File: config.mk
export PLATFORM = sky130hd
export DESIGN_NAME = mul_shift_add32
export DESIGN_NICKNAME = d
export VERILOG_FILES = /design/src/rtl/mul_shift_add32_pkg.sv /design/src/rtl/mul_shift_add32_cla32.sv /design/src/rtl/mul_shift_add32.sv
export SDC_FILE = /design/constraint.sdc
export NUM_CORES = 1
export LEC_CHECK = 0
export BUFFER_PORTS_ARGS = -buffer_cell sky130_fd_sc_hd__buf_2
export CORE_ASPECT_RATIO = 1.25
export CORE_MARGIN = 3
export CORE_UTILIZATION = 55
export CTS_CLUSTER_SIZE = 14
export DETAILED_ROUTE_END_ITERATION = 8
export GPL_TIMING_DRIVEN = 0
export HOLD_SLACK_MARGIN = 0.08
export PLACE_DENSITY = 0.8
export SLEW_MARGIN = 10
export SYNTH_ARGS = -nofsm -noshare
export SYNTH_HDL_FRONTEND = slang
export SYNTH_SLANG_ARGS = --single-unit
File: constraint.sdc
create_clock -name clk -period 9.6 [get_ports clk]
set_input_delay 1.92 -clock clk [delete_from_list [all_inputs] [get_ports clk]]
set_output_delay 1.92 -clock clk [all_outputs]
set_load 0.02 [all_outputs]
File: src/rtl/mul_shift_add32_pkg.sv
// Shared definitions for the mul_shift_add32 shift-and-add multiplier:
// operand/counter widths, step count and FSM state encoding.
package mul_shift_add32_pkg;

  localparam int WIDTH     = 32;  // operand width, tied to the cla32 adder
  localparam int CNT_W     = 6;   // step counter holds 0..WIDTH
  localparam int MUL_STEPS = 32;  // one add-shift step per multiplier bit

  typedef enum logic [1:0] {
    ST_IDLE = 2'd0,
    ST_EXEC = 2'd1,
    ST_DONE = 2'd2
  } state_e;

endpackage

File: src/rtl/mul_shift_add32_cla32.sv
// 32-bit carry-lookahead adder: eight 4-bit groups, with group generate/
// propagate terms feeding a lookahead carry chain across the groups.
module cla32 (
  input  logic [31:0] a,
  input  logic [31:0] b,
  input  logic        ci,
  output logic [31:0] s,
  output logic        co
);

  logic [31:0] g;
  logic [31:0] p;
  logic [7:0]  grp_g;
  logic [7:0]  grp_p;
  logic [8:0]  grp_c;
  logic [32:0] c;

  assign g = a & b;
  assign p = a ^ b;

  // Per-group generate and propagate terms.
  for (genvar i = 0; i < 8; i++) begin : g_grp
    assign grp_g[i] = g[4*i+3]
                    | (p[4*i+3] & g[4*i+2])
                    | (p[4*i+3] & p[4*i+2] & g[4*i+1])
                    | (p[4*i+3] & p[4*i+2] & p[4*i+1] & g[4*i]);
    assign grp_p[i] = &p[4*i +: 4];
  end

  // Group carries from the lookahead terms, then bit carries inside each group.
  // NOTE: every variable written here gets a value on every pass first, so no latch is inferred.
  always_comb begin
    grp_c    = '0;
    c        = '0;
    grp_c[0] = ci;
    for (int i = 0; i < 8; i++) begin
      grp_c[i+1] = grp_g[i] | (grp_p[i] & grp_c[i]);
    end
    for (int i = 0; i < 8; i++) begin
      c[4*i] = grp_c[i];
      for (int k = 0; k < 3; k++) begin
        c[4*i+k+1] = g[4*i+k] | (p[4*i+k] & c[4*i+k]);
      end
    end
    c[32] = grp_c[8];
  end

  assign s  = p ^ c[31:0];
  assign co = c[32];

endmodule

File: src/rtl/mul_shift_add32.sv
// Multi-cycle 32x32 -> 64-bit unsigned shift-and-add multiplier.
// One add-shift step per clock through the cla32 adder; start/done
// handshake with the product held in DONE until cleared or restarted.
// Optional build macro EARLY_TERM_EN: finish as soon as no multiplier
// bits remain, aligning the partial product with a barrel shift.
module mul_shift_add32
  import mul_shift_add32_pkg::*;
(
  input  logic        clk,
  input  logic        reset_n,
  input  logic        op_start,
  input  logic        op_clear,
  input  logic [31:0] multiplicand,
  input  logic [31:0] multiplier,
  output logic        busy,
  output logic        op_done,
  output logic [63:0] result
);

  state_e             state_q, state_d;
  logic [WIDTH-1:0]   mcand_q, mcand_d;
  logic [2*WIDTH:0]   p_q, p_d;          // {carry, hi, lo}
  logic [CNT_W-1:0]   count_q, count_d;
  logic [2*WIDTH-1:0] result_q, result_d;

  logic [WIDTH-1:0]   add_b;
  logic [WIDTH-1:0]   add_s;
  logic               add_co;
  logic [2*WIDTH:0]   p_step;
  logic               early_hit;
  logic [2*WIDTH-1:0] early_result;

  // Add the multiplicand into the high half when the current multiplier bit is set.
  assign add_b = p_q[0] ? mcand_q : '0;

  cla32 u_cla32 (
    .a  (p_q[2*WIDTH-1:WIDTH]),
    .b  (add_b),
    .ci (1'b0),
    .s  (add_s),
    .co (add_co)
  );

  // The adder carry lands in P[64] before the shift, so it becomes bit 63.
  assign p_step = {1'b0, add_co, add_s, p_q[WIDTH-1:1]};

`ifdef EARLY_TERM_EN
  logic [WIDTH-1:0] rem_mask;
  logic [CNT_W-1:0] rem_bits;

  // Remaining multiplier bits are lo[r-1:0] with r = 32 - count.
  assign rem_bits     = CNT_W'(MUL_STEPS) - count_q;
  assign rem_mask     = {WIDTH{1'b1}} >> count_q;
  assign early_hit    = (p_q[WIDTH-1:0] & rem_mask) == '0;
  assign early_result = p_q[2*WIDTH-1:0] >> rem_bits;
`else
  assign early_hit    = 1'b0;
  assign early_result = '0;
`endif

  // Next-state logic: clear beats start everywhere, start is ignored while executing.
  always_comb begin
    state_d  = state_q;
    mcand_d  = mcand_q;
    p_d      = p_q;
    count_d  = count_q;
    result_d = result_q;
    if (op_clear) begin
      state_d  = ST_IDLE;
      mcand_d  = '0;
      p_d      = '0;
      count_d  = '0;
      result_d = '0;
    end else begin
      case (state_q)
        ST_IDLE, ST_DONE: begin
          if (op_start) begin
            state_d  = ST_EXEC;
            mcand_d  = multiplicand;
            p_d      = {{(WIDTH+1){1'b0}}, multiplier};
            count_d  = '0;
            result_d = '0;
          end
        end
        ST_EXEC: begin
          if (early_hit) begin
            state_d  = ST_DONE;
            result_d = early_result;
          end else begin
            p_d     = p_step;
            count_d = count_q + 1'b1;
            if (count_q == CNT_W'(MUL_STEPS - 1)) begin
              state_d  = ST_DONE;
              result_d = p_step[2*WIDTH-1:0];
            end
          end
        end
        default: state_d = ST_IDLE;
      endcase
    end
  end

  // State, datapath and result registers; reset clears everything at once.
  // NOTE: sequential state uses non-blocking assignments so every flop samples pre-edge values.
  always_ff @(posedge clk or negedge reset_n) begin
    if (!reset_n) begin
      state_q  <= ST_IDLE;
      mcand_q  <= '0;
      p_q      <= '0;
      count_q  <= '0;
      result_q <= '0;
    end else begin
      state_q  <= state_d;
      mcand_q  <= mcand_d;
      p_q      <= p_d;
      count_q  <= count_d;
      result_q <= result_d;
    end
  end

  assign busy    = (state_q == ST_EXEC);
  assign op_done = (state_q == ST_DONE);
  assign result  = result_q;

endmodule
# Yosys cells after proc, flatten, opt, wreduce, memory -nomap -nowiden
# Index checks and enable logic that the tools add are counted.
# totals
reg_bits	168
input_bits	68
out_inout_bits	66
word_cells	172
# op_classes
add_sub_neg	1
n_eq_ne	5
mux	18
n_bitwise	127
n_reduce_logical	16
# ops
operator	count
$mux 64	5
$pmux 64 s2	2
$mux 32	4
$and 1x1->1	70
$xor 32x32->32	2
$or 1x1->1	54
$and 32x32->32	1
$reduce_and 4->1	7
$mux 6	2
$pmux 6 s2	1
$add 6x1->6 const B	1
$eq 6x5->1 const B	1
$mux 2	3
$reduce_and 2->1	3
$pmux 2 s2	1
$reduce_bool 2->1	2
$ne 3x2->1 const B	1
$ne 3x3->1 const B	1
$reduce_and 3->1	1
$reduce_bool 3->1	1
$eq 2x1->1 const B	1
$eq 2x2->1 const B	1
$logic_not 2->1	1
$reduce_or 2->1	1

# Longest topological paths before layout
# Gate-level depths: netlist (run 1).
# depth
depth_word	28
mapped_depth	16
ltp_nobuf	15

# By module
# A second synthesis (run 1) with hierarchy kept.
# hier_totals
cells_unflattened	821
area_unflattened_um2	8339.2
# by_module_without_submodules
mod	n_inst	cells_each	area_each_um2	seq_area_each_um2
mul_shift_add32	1	680	6961.7	4204.0
cla32	1	141	1377.6	0.0

# Worst setup path after synthesis (run 1)
# OpenSTA, ideal clock, no wires.
# synth_timing
path_kind	reg2reg
start	register p_q[0]
end	register result_q[58], in the netlist result[58]
setup_time_ns	0.095
t_arrival_ns	3.510
t_required_ns	9.505
setup_slack_ns	5.995
stages_incl_launch_ff	14
n_path_buf	1
synth_period_minus_slack_ns	3.605
cell_sequence	dfrtp_1 clkbuf_1 and2_1 ha_1 nand2_1 o21ai_0 a221oi_1 o21ai_0 a31oi_1 fa_1 fa_1 fa_1 xor2_1 o31ai_1
# synth_between
elab_chain_cells	26
elab_cells_between_ends	76
classes_between	mux (4); bitwise (67); reduce/logical (5)
# synth_rtl
element	line	text
start: declaration	mul_shift_add32.sv:22	logic [2*WIDTH:0] p_q, p_d;
start signal: assignment	mul_shift_add32.sv:115	p_q <= p_d;
$mux 32 *	mul_shift_add32.sv:34	assign add_b = p_q[0] ? mcand_q : '0;
$xor 32x32->32 or $and 32x32->32 (tied branches)	mul_shift_add32_cla32.sv:19, mul_shift_add32_cla32.sv:18	
$and 1x1->1, on equally long branches	mul_shift_add32_cla32.sv:24, mul_shift_add32_cla32.sv:25, mul_shift_add32_cla32.sv:26	
$or 1x1->1, or another cell as far along	mul_shift_add32_cla32.sv:24	| (p[4*i+3] & g[4*i+2])
$or 1x1->1 or $and 1x1->1 (tied branches)	mul_shift_add32_cla32.sv:25, mul_shift_add32_cla32.sv:26	
$or 1x1->1	mul_shift_add32_cla32.sv:26	| (p[4*i+3] & p[4*i+2] & p[4*i+1] & g[4*i]);
$and 1x1->1	mul_shift_add32_cla32.sv:37	grp_c[i+1] = grp_g[i] | (grp_p[i] & grp_c[i]);
$or 1x1->1	mul_shift_add32_cla32.sv:37	
[10 not listed]	--	
$and 1x1->1	mul_shift_add32_cla32.sv:42	c[4*i+k+1] = g[4*i+k] | (p[4*i+k] & c[4*i+k]);
$or 1x1->1	mul_shift_add32_cla32.sv:42	
$and 1x1->1	mul_shift_add32_cla32.sv:42	
$or 1x1->1	mul_shift_add32_cla32.sv:42	
$xor 32x32->32 *	mul_shift_add32_cla32.sv:48	assign s = p ^ c[31:0];
$mux 64 *	mul_shift_add32.sv:92	if (count_q == CNT_W'(MUL_STEPS - 1)) begin
$pmux 64 s2 *	mul_shift_add32.sv:75	case (state_q)
$mux 64 *	mul_shift_add32.sv:68	if (op_clear) begin
end signal: assignment	mul_shift_add32.sv:117	result_q <= result_d;
end: declaration	mul_shift_add32.sv:24	logic [2*WIDTH-1:0] result_q, result_d;
# Every way passes the cells marked *; elsewhere a longest branch is shown, timed or not. The select of a mux whose other input is x is not followed.
# A chain may end at the register's enable or synchronous reset.

# Worst setup path after layout (run 1)
# layout_timing
start	register p_q[0]
end	register p_q[62]
# layout_between
elab_chain_cells	27
elab_cells_between_ends	86
classes_between	mux (3); bitwise (77); reduce/logical (6)
# layout_rtl
element	line
$mux 32 *	mul_shift_add32.sv:34
$xor 32x32->32 or $and 32x32->32 (tied branches)	mul_shift_add32_cla32.sv:19, mul_shift_add32_cla32.sv:18
$and 1x1->1, on equally long branches	mul_shift_add32_cla32.sv:24, mul_shift_add32_cla32.sv:25, mul_shift_add32_cla32.sv:26
$or 1x1->1, or another cell as far along	mul_shift_add32_cla32.sv:24
$or 1x1->1 or $and 1x1->1 (tied branches)	mul_shift_add32_cla32.sv:25, mul_shift_add32_cla32.sv:26
$or 1x1->1	mul_shift_add32_cla32.sv:26
$and 1x1->1	mul_shift_add32_cla32.sv:37
$or 1x1->1	mul_shift_add32_cla32.sv:37
[11 not listed]	--
$or 1x1->1	mul_shift_add32_cla32.sv:42
$and 1x1->1	mul_shift_add32_cla32.sv:42
$or 1x1->1	mul_shift_add32_cla32.sv:42
$and 1x1->1	mul_shift_add32_cla32.sv:42
$or 1x1->1	mul_shift_add32_cla32.sv:42
$xor 32x32->32 *	mul_shift_add32_cla32.sv:48
$pmux 64 s2 *	mul_shift_add32.sv:75
$mux 64 *	mul_shift_add32.sv:68
# Every way passes the cells marked *; elsewhere a longest branch is shown, timed or not.

==> results of run 1 <==
[flip-flops by register name, indices dropped and copies added, names as in the netlist]
name,count
count_q,6
p_q,64
state_q,2
mcand_q,32
result,64
[Yosys cell counts (10+ instances only)]
| cell type | count | area [sq um] |
|---|---|---|
| inv_1 | 50 | 188 |
| buf_1 | 10 | 37.5 |
| nand3_1 | 38 | 190 |
| buf_2 | 12 | 60.1 |
| a311oi_1 | 32 | 280 |
| o31ai_1 | 19 | 143 |
| a21oi_1 | 42 | 210 |
| nand2_1 | 272 | 1020 |
| clkbuf_1 | 32 | 120 |
| ha_1 | 33 | 413 |
| fa_1 | 23 | 460 |
| nor2_1 | 44 | 165 |
| o22ai_1 | 17 | 106 |
| dfrtp_1 | 168 | 4200 |
| and2_1 | 10 | 62.6 |
| o21ai_0 | 34 | 170 |
[power groups by stage]
| stage | sequential, mW | clock, mW | combinational, mW |
|---|---|---|---|
| after detailed placement | 0.768 | 0 | 0.179 |
| after floorplan | 0.769 | 0 | 0.0984 |
| after CTS | 0.755 | 0.719 | 0.180 |
| after global placement | 0.768 | 0 | 0.174 |
| after global routing | 0.759 | 0.748 | 0.200 |
| final | 0.756 | 0.712 | 0.179 |
[metrics by stage]
step	hold WS [ns]	instance area (sq um)	power, mW	setup WS, ns
2_1_floorplan	0.456	8270	0.867	5.99
3_3_place_gp	0.447	9160	0.941	4.00
3_5_place_dp	0.450	9200	0.947	4.94
4_1_cts	0.465	9810	1.65	4.94
5_1_grt	0.481	9820	1.71	4.50
6_report	0.459	9820	1.65	4.89
[layer usage]
layer	wire length (um)	up-vias	track usage
met5	0	-	0
met4	544	0	0.111
met3	1350	45	0.0551
met2	10800	249	0.452
met1	8480	3429	0.342
li1	-	3302	-
[cell families after synthesis]
kind of cell,after synthesis
adder cells (fa/ha/maj),56
buffers and inverters,109
AND/OR/NAND/NOR,386
XOR/XNOR,12
AO/OA/AOI/OAI,162
flip-flops,168
[path summary, 6_finish.rpt]
check | depth (start not counted) | to | slack [ns]
worst min-delay path | 2 | result[7] | 0.46
worst max register to register | 15 | p_q[62] | 4.89
worst min register to register | 2 | result[7] | 0.46
max in group asynchronous | 2 | p_q[0] | 7.27
min in group asynchronous | 1 | result[40] | 1.47
worst max-delay path | 15 | p_q[62] | 4.89
[critical path: cells and delay by family (launching register included)]
family / cells / cell delay [ns]
xor+xnor: 1 / 0.27
compound gates: 6 / 1.94
flops: 1 / 0.46
simple gates: 1 / 0.18
fa+ha+maj: 4 / 1.04
buf+inv: 3 / 0.65
[cell type report]
| type | count | area, sq um |
|---|---|---|
| fill | 1208 | 4710 |
| sequential | 168 | 4200 |
| multi-input combinational | 616 | 3610 |
| timing repair buffer | 134 | 703 |
| clock buffer | 21 | 470 |
| buffer | 58 | 263 |
| tap | 178 | 223 |
| inverter | 51 | 191 |
| clock inverter | 11 | 145 |
| antenna | 1 | 2.50 |
==> flow_summary.ini, run 1 <==
[status]
status = completed

[clock_network]
clkLatencyLatePin_ns = 0.44
cts.repair.resized = 0
numClockSinks = 168
cts_tree = yes
root_buffer = clkbuf_16
numCtsBuffers = 17
cts_setup_buffers = 0
cts_buffer_depth = 2
h-tree-depth = 4
hold_buffers = 0
cts.clk_slew.worst_paths_ns = 0.06

[pwr]
power.density_nw_per_um2 = 168
power_frac_seq = 0.459
swShare = 0.259
intPower_mw = 1.22
leakage_nw = 5.01
combPwrFrac = 0.109
power.switching_mw = 0.426
clkPwrFrac = 0.432
worst_ir_drop_vdd_uv = 120

[worst_setup_path]
cp-end-kind = register
worstSetupPathType = register to register
r2r-start = p_q[0]
crit_chain = clkbuf_1, nand2_1, inv_1, ha_1, a21oi_1, o21ai_0, a221oi_1, o21ai_0, a21boi_0, fa_1, fa_1, inv_1, fa_1, xnor2_1, o21ai_0
worstPathRequired_ns = 9.89
start_kind = register
crit_arrival_ns = 5.00
path_max_fanout = 10
max_stage_delay_ns = 0.68
critPathSlowestCell = a221oi_1
worstSetupStartpoint = p_q[0]

[timing]
period_minus_slack_ns = 4.71
skew_ns = 0.0140
finalCritPeriodShare = 0.491
setup_violations = 0
hold_viol = 0
final_max_slew_viol_count = 0
finalSetupTns_ns = 0
timing.fmax_mhz = 212
slew_headroom = 0.472
tightest_slew_ns = 0.784
rsz0062_at_grt = false

[placed_design]
port_buffers = 133
place.gp.congestion = 0.967
hpwl_mm = 15.1
post-place-cells = 1205

[final_layout]
final_common_cell = nand2_1
stdcell_count = 1238
final_nets = 1170
layout-drive-gt1-share = 0.174
syn2layout_area_growth_pct = 18.7
mostFrequentLayoutCells = nand2_1, dfrtp_1, buf_2, inv_1, nor2_1
fin_util = 0.676

[global_route]
antenna_found_initial = 1
grt_pass1_vias = 7057
grt_overflow = 0
track_usage = 0.270
grt_max_degree = 88
grt_pass1_wl_mm = 34.7

[yosys]
synth-compound-area-share = 0.128
synth_top_family_by_area = simple AND/OR/NAND/NOR gates
syn_avg_cell_area_sq_um = 9.26
synth_cells = 893
synth_flop_cell = dfrtp_1
ys_ff_latch = 168
ys_async_sr_fraction = 1.00
synthesis.nets = 1017
ys_warn_count = 0
synth_edf_count = 0
synthMuxAreaShare = 0
yosysSeqAreaShare = 0.508
synth_adder_area_share = 0.106
synth_simple_gate_area_frac = 0.190
synth_area_sq_um = 8270
synth_xor_area_frac = 0.0127
yosysUniqueCellTypes = 39

[worst_hold_path]
hp-class = register to register
min_from = result[7]

[floorplan]
design.core.area_sq_um = 14500
start_util = 0.569
io_pins = 134
die_x_um = 116
die_y_um = 143
dieArea_sq_um = 16600
rows = 49

[routing]
drcViolationCount = 0
vias = 7025
first_pass_iters = 5
via_per_inst = 5.67
drt_iter0_markers = 391
routed_wl_mm = 21.2
avgRoutedWirePerCell_um = 17.1
ant_nets = 0

[flow_run]
drv_cap = 0
No activity file was read; power rests on OpenSTA's default activity.
==> run 2: changes to the inputs <==
--- a/config.mk
+++ b/config.mk
@@ -8,12 +8,12 @@
 export BUFFER_PORTS_ARGS = -buffer_cell sky130_fd_sc_hd__buf_2
 export CORE_ASPECT_RATIO = 1.25
 export CORE_MARGIN = 3
-export CORE_UTILIZATION = 55
+export CORE_UTILIZATION = 51
 export CTS_CLUSTER_SIZE = 14
 export DETAILED_ROUTE_END_ITERATION = 8
 export GPL_TIMING_DRIVEN = 0
 export HOLD_SLACK_MARGIN = 0.08
-export PLACE_DENSITY = 0.8
+export PLACE_DENSITY = 0.78
 export SLEW_MARGIN = 10
 export SYNTH_ARGS = -nofsm -noshare
 export SYNTH_HDL_FRONTEND = slang
==> constraint.sdc (replaced) <==
create_clock -name clk -period 3.8 [get_ports clk]
set_input_delay 0.76 -clock clk [delete_from_list [all_inputs] [get_ports clk]]
set_output_delay 0.76 -clock clk [all_outputs]
set_load 0.02 [all_outputs]
==> run 2 against run 1 <==
  * Non-clock buffer count increased by 5
  * First-iteration DRC count is 3.6% higher
  * Sequential share of layout area is 0.62 points lower
  * Power increased by 140%
  * Final area grew 1.5%
  * Critical path depth up 1
  * Clock power grew 130%
  * Utilization is 4.3 points lower
  * Largest cell class unchanged
==> flow_summary.ini, run 2 (synthesis gave the netlist of run 1 again) <==
[worst_setup_path]
crit_path_end = p_q[61]
r2r_slack_ns = 0.09
path_max_fanout = 10
cp-end-kind = register
reg2reg_depth = 16
start_kind = register
r2r-start = p_q[0]
worstSetupPathType = register to register
r2r_end = p_q[61]
crit_arrival_ns = 4.04
worstPathRequired_ns = 4.13
worstSetupStartpoint = p_q[0]

[pwr]
finalPower_mw = 4.02
leakage_nw = 5.04
power.density_nw_per_um2 = 403
worst_ir_drop_vdd_uv = 297

[clock_network]
numCtsBuffers = 17
root_buffer = clkbuf_16
numClockSinks = 168
h-tree-depth = 4
cts_buffer_depth = 2
clkLatencyLatePin_ns = 0.43
cts_tree = yes
cts.clk_slew.worst_paths_ns = 0.06
hold_buffers = 0

[routing]
drcViolationCount = 0
via_per_inst = 5.47
avgRoutedWirePerCell_um = 17.2
vias = 6972
first_pass_iters = 4
drt_iter0_markers = 405
routed_wl_mm = 21.9
ant_nets = 0

[floorplan]
die_x_um = 120
die_y_um = 148
dieArea_sq_um = 17800
start_util = 0.525
design.core.area_sq_um = 15800
io_pins = 134
rows = 51

[timing]
hold_viol = 0
final_max_slew_viol_count = 0
setup_violations = 0
skew_ns = 0.00957
period_minus_slack_ns = 3.71
tightest_slew_ns = 0.802
hold_slack_ns = 0.315
fin_ws_ns = 0.0907
slew_headroom = 0.465
finalCritPeriodShare = 0.976
timing.fmax_mhz = 270

[placed_design]
hpwl_mm = 15.5
port_buffers = 133
pre_cts_slack_ns = -0.874
place.gp.congestion = 0.895

[status]
status = completed

[final_layout]
fin_util = 0.632
layout-drive-gt1-share = 0.197
fillCellCount = 1359
syn2layout_area_growth_pct = 20.4
final_nets = 1175
final_common_cell = nand2_1
antenna_cells = 0
mostFrequentLayoutCells = nand2_1, dfrtp_1, buf_2, inv_1, nor2_1

[global_route]
grt_max_degree = 92
antenna_found_initial = 0
grt_pass1_wl_mm = 35.0
grt_pass1_vias = 7062
grt_overflow = 0
track_usage = 0.251

[flow_run]
drv_cap = 0

[worst_hold_path]
hp-class = primary input to async pin
==> run 2: changes by cell type in the layout (fill, tap and decap cells not counted), moves of 2 or more <==
cell,before,now
fa_1,23,17
fa_2,0,6
buf_4,0,5
o21ai_0,34,30
bufinv_16,3,1
clkbuf_1,33,31
o21ai_1,0,2
o21ai_2,0,2
==> run 2: final cells by class <==
class                   count  area, sq um  area share
flip-flops and latches    168         4210       0.422
well taps                 212          265      0.0266
repair buffers            139          741      0.0743
plain buffers              58          285      0.0286
inverters                  51          191      0.0192
clock inverters             7         70.1     0.00703
multi-input cells         616         3720       0.373
clock buffers              23          488      0.0490
==> run 2: worst min path at each step <==
stage | cells past startpoint | slack [ns] | endpoint
after floorplan | 0 | 0.46 | count_q[0]
after global placement | 2 | 0.45 | result[10]
after detailed placement | 2 | 0.45 | result[5]
after CTS | 1 | 0.33 | mcand_q[9]
after global routing | 1 | 0.35 | mcand_q[8]
final | 1 | 0.31 | result[39]
==> run 2: per-stage QoR <==
stage | TNS, ns | cell area [sq um] | std cells
final | 0 | 9960 | 1274
after global routing | -0.0234 | 9960 | 1274
after CTS | 0 | 9860 | 1271
after detailed placement | -14.39 | 9240 | 1239
after global placement | -122.25 | 9200 | 1238
after floorplan | 0 | 8270 | 893
==> run 2: layer usage <==
| metal | up-vias | part of all wire | GRT usage |
|---|---|---|---|
| met5 | - | 0 | 0 |
| met4 | 0 | 0.032 | 0.104 |
| met3 | 45 | 0.060 | 0.0506 |
| met2 | 264 | 0.51 | 0.440 |
| met1 | 3359 | 0.40 | 0.302 |
| li1 | 3304 | - | - |
==> run 2: report_power, final <==
part	internal, mW	leakage (nW)	switching [mW]
Combinational	0.145	2.46	0.320
Sequential	1.86	2.30	0.0508
Clock	0.962	0.275	0.681
Total	2.97	5.04	1.05
==> run 2: what timing repair did <==
| action | in CTS | in global routing |
|---|---|---|
| pin swaps | 1 | 6 |
| endpoints found under the setup margin | 35 | 11 |
| resized for setup | 17 | 20 |
| buffers inserted | 2 | 3 |
==> run 2: critical path: stages (launching register included) <==
cell,delay [ns]
dfrtp_2,0.45
buf_6,0.17
nand2_1,0.12
inv_1,0.06
ha_1,0.27
and3_1,0.19
a221o_1,0.34
nor4_2,0.35
o21ai_2,0.16
buf_4,0.18
a21boi_4,0.12
fa_2,0.21
fa_1,0.16
inv_1,0.06
fa_2,0.52
inv_1,0.06
o22ai_1,0.19
==> run 3: changes to the inputs <==
--- a/config.mk
+++ b/config.mk
@@ -5,15 +5,15 @@
 export SDC_FILE = /design/constraint.sdc
 export NUM_CORES = 1
 export LEC_CHECK = 0
-export BUFFER_PORTS_ARGS = -buffer_cell sky130_fd_sc_hd__buf_2
 export CORE_ASPECT_RATIO = 1.25
 export CORE_MARGIN = 3
-export CORE_UTILIZATION = 51
+export CORE_UTILIZATION = 55
 export CTS_CLUSTER_SIZE = 14
 export DETAILED_ROUTE_END_ITERATION = 8
+export DONT_BUFFER_PORTS = 1
 export GPL_TIMING_DRIVEN = 0
 export HOLD_SLACK_MARGIN = 0.08
-export PLACE_DENSITY = 0.78
+export PLACE_DENSITY = 0.75
 export SLEW_MARGIN = 10
 export SYNTH_ARGS = -nofsm -noshare
 export SYNTH_HDL_FRONTEND = slang
==> run 3 against run 2 <==
  * Highest routed layer unchanged
  * Register-to-register slack worse by 0.03 ns
  * Maximum frequency is 0.70% lower
  * Sequential share of layout area is 3.1 points higher
  * Largest power group unchanged
  * Final area is 6.8% lower
  * Power hardly changed
  * Clock-buffer cell count stayed put
  * Utilization is 0.68 points higher
  * Non-clock buffer count is 135 lower
  * Via count is 7.6% lower
  * Die area is 6.9% lower
  * Global-route usage is 1.0 points higher
  * Hold slack worse by 0.29 ns
==> flow_summary.ini, run 3 (synthesis gave the netlist of run 1 again) <==
[global_route]
grt_pass1_vias = 6611
grt_pass1_wl_mm = 33.3
antenna_found_initial = 0
grt_overflow = 0
grt_max_degree = 169
track_usage = 0.261

[timing]
hold_slack_ns = 0.0273
finalCritPeriodShare = 0.983
tightest_slew_ns = 0.772
finalSetupTns_ns = 0
skew_ns = 0.00938
timing.fmax_mhz = 268
final_max_slew_viol_count = 0
hold_viol = 0
setup_violations = 0
period_minus_slack_ns = 3.74
fin_ws_ns = 0.0643
slew_headroom = 0.485

[routing]
avgRoutedWirePerCell_um = 19.2
via_per_inst = 5.83
routed_wl_mm = 21.3
drt_iter0_markers = 439
ant_nets = 0
vias = 6444
first_pass_iters = 5
drcViolationCount = 0

[clock_network]
root_buffer = clkbuf_16
clkLatencyLatePin_ns = 0.43
numCtsBuffers = 17
cts.clk_slew.worst_paths_ns = 0.06
numClockSinks = 168
h-tree-depth = 4
cts_buffer_depth = 2
cts_tree = yes

[placed_design]
hpwl_mm = 14.9
pre_cts_slack_ns = -0.940
port_buffers = 0
place.gp.congestion = 0.957

[pwr]
leakage_nw = 4.40
power.density_nw_per_um2 = 433
finalPower_mw = 4.02
worst_ir_drop_vdd_uv = 347

[worst_setup_path]
r2r-start = p_q[0]
max_stage_delay_ns = 0.45
start_kind = register
worstSetupStartpoint = p_q[0]
crit_chain = buf_4, nand2_1, inv_1, ha_1, and3_1, a221o_1, nor4_4, o21ai_4, a21boi_2, fa_2, fa_1, inv_1, fa_2, xnor2_2, o31ai_1
crit_arrival_ns = 4.07
cp-end-kind = register
worstSetupPathType = register to register
worstPathRequired_ns = 4.13
r2r_end = result[62]
critPathSlowestCell = dfrtp_2
reg2reg_depth = 15
crit_path_end = result[62]
path_max_fanout = 10
r2r_slack_ns = 0.06

[floorplan]
die_y_um = 143
rows = 49
design.core.area_sq_um = 14500
die_x_um = 116
io_pins = 134
start_util = 0.569
dieArea_sq_um = 16600

[final_layout]
mostFrequentLayoutCells = nand2_1, dfrtp_1, inv_1, nor2_1, a21oi_1
final_common_cell = nand2_1
seq_area_sq_um = 4210
fin_util = 0.639
fillCellCount = 1214
multiInputGateArea_sq_um = 3770
final_nets = 1040
layout-drive-gt1-share = 0.0862
syn2layout_area_growth_pct = 12.2
antenna_cells = 0

[flow_run]
drv_cap = 0

[worst_hold_path]
hp-class = primary input to async pin

[status]
status = completed
-- run 3: area by class of cell --
type	count	share of cell area
repair buffers	4	0.00323
multi-input cells	616	0.406
clock inverters	8	0.0102
well taps	178	0.0240
clock buffers	23	0.0526
flip-flops and latches	168	0.453
plain buffers	58	0.0302
inverters	51	0.0206
-- run 3: how the worst min path moves through the flow --
stage / from / to / cells after the start
floorplan: reset_n / count_q[0] / 0
global placement: reset_n / result[39] / 0
detailed placement: reset_n / result[39] / 0
CTS: reset_n / result[29] / 0
global route: reset_n / result[26] / 0
finish: reset_n / result[39] / 0
-- run 3: per-layer routing --
layer  share of wire  global-route usage  wire, um  vias up
met5               0                   0         0        -
met4           0.027               0.104       578        0
met3           0.071              0.0738      1500       44
met2            0.51               0.445     10900      216
met1            0.39               0.312      8310     3148
li1                -                   -         -     3036
-- run 3: repair_timing --
| item | 4_1_cts | 5_1_grt |
|---|---|---|
| setup endpoints to repair | 36 | 14 |
| buffers inserted | 1 | 3 |
| pin swaps | 1 | 6 |
| endpoints found under the hold margin | 168 | 168 |
| gates resized for setup | 19 | 23 |
-- run 3: stage by stage --
step                      area (sq um)  instances
after floorplan                   8270        893
final                             9290       1106
after detailed placement          8500       1071
after CTS                         9150       1103
after global placement            8500       1071
after global routing              9290       1106
-- run 3: where the power goes --
group / total (mW) / switching, mW / internal [mW]
Sequential: 1.93 / 0.0699 / 1.86
Clock: 1.73 / 0.698 / 1.03
Combinational: 0.362 / 0.253 / 0.109
-- run 3: worst max-delay path, delay by kind of cell (launching register included) --
kind / cells / cell delay (ns)
buffers and inverters: 3 / 0.32
flip-flops: 1 / 0.45
XOR/XNOR: 1 / 0.16
adder cells (fa/ha/maj): 4 / 1.05
AND/OR/NAND/NOR: 3 / 0.64
AO/OA/AOI/OAI: 4 / 1.01
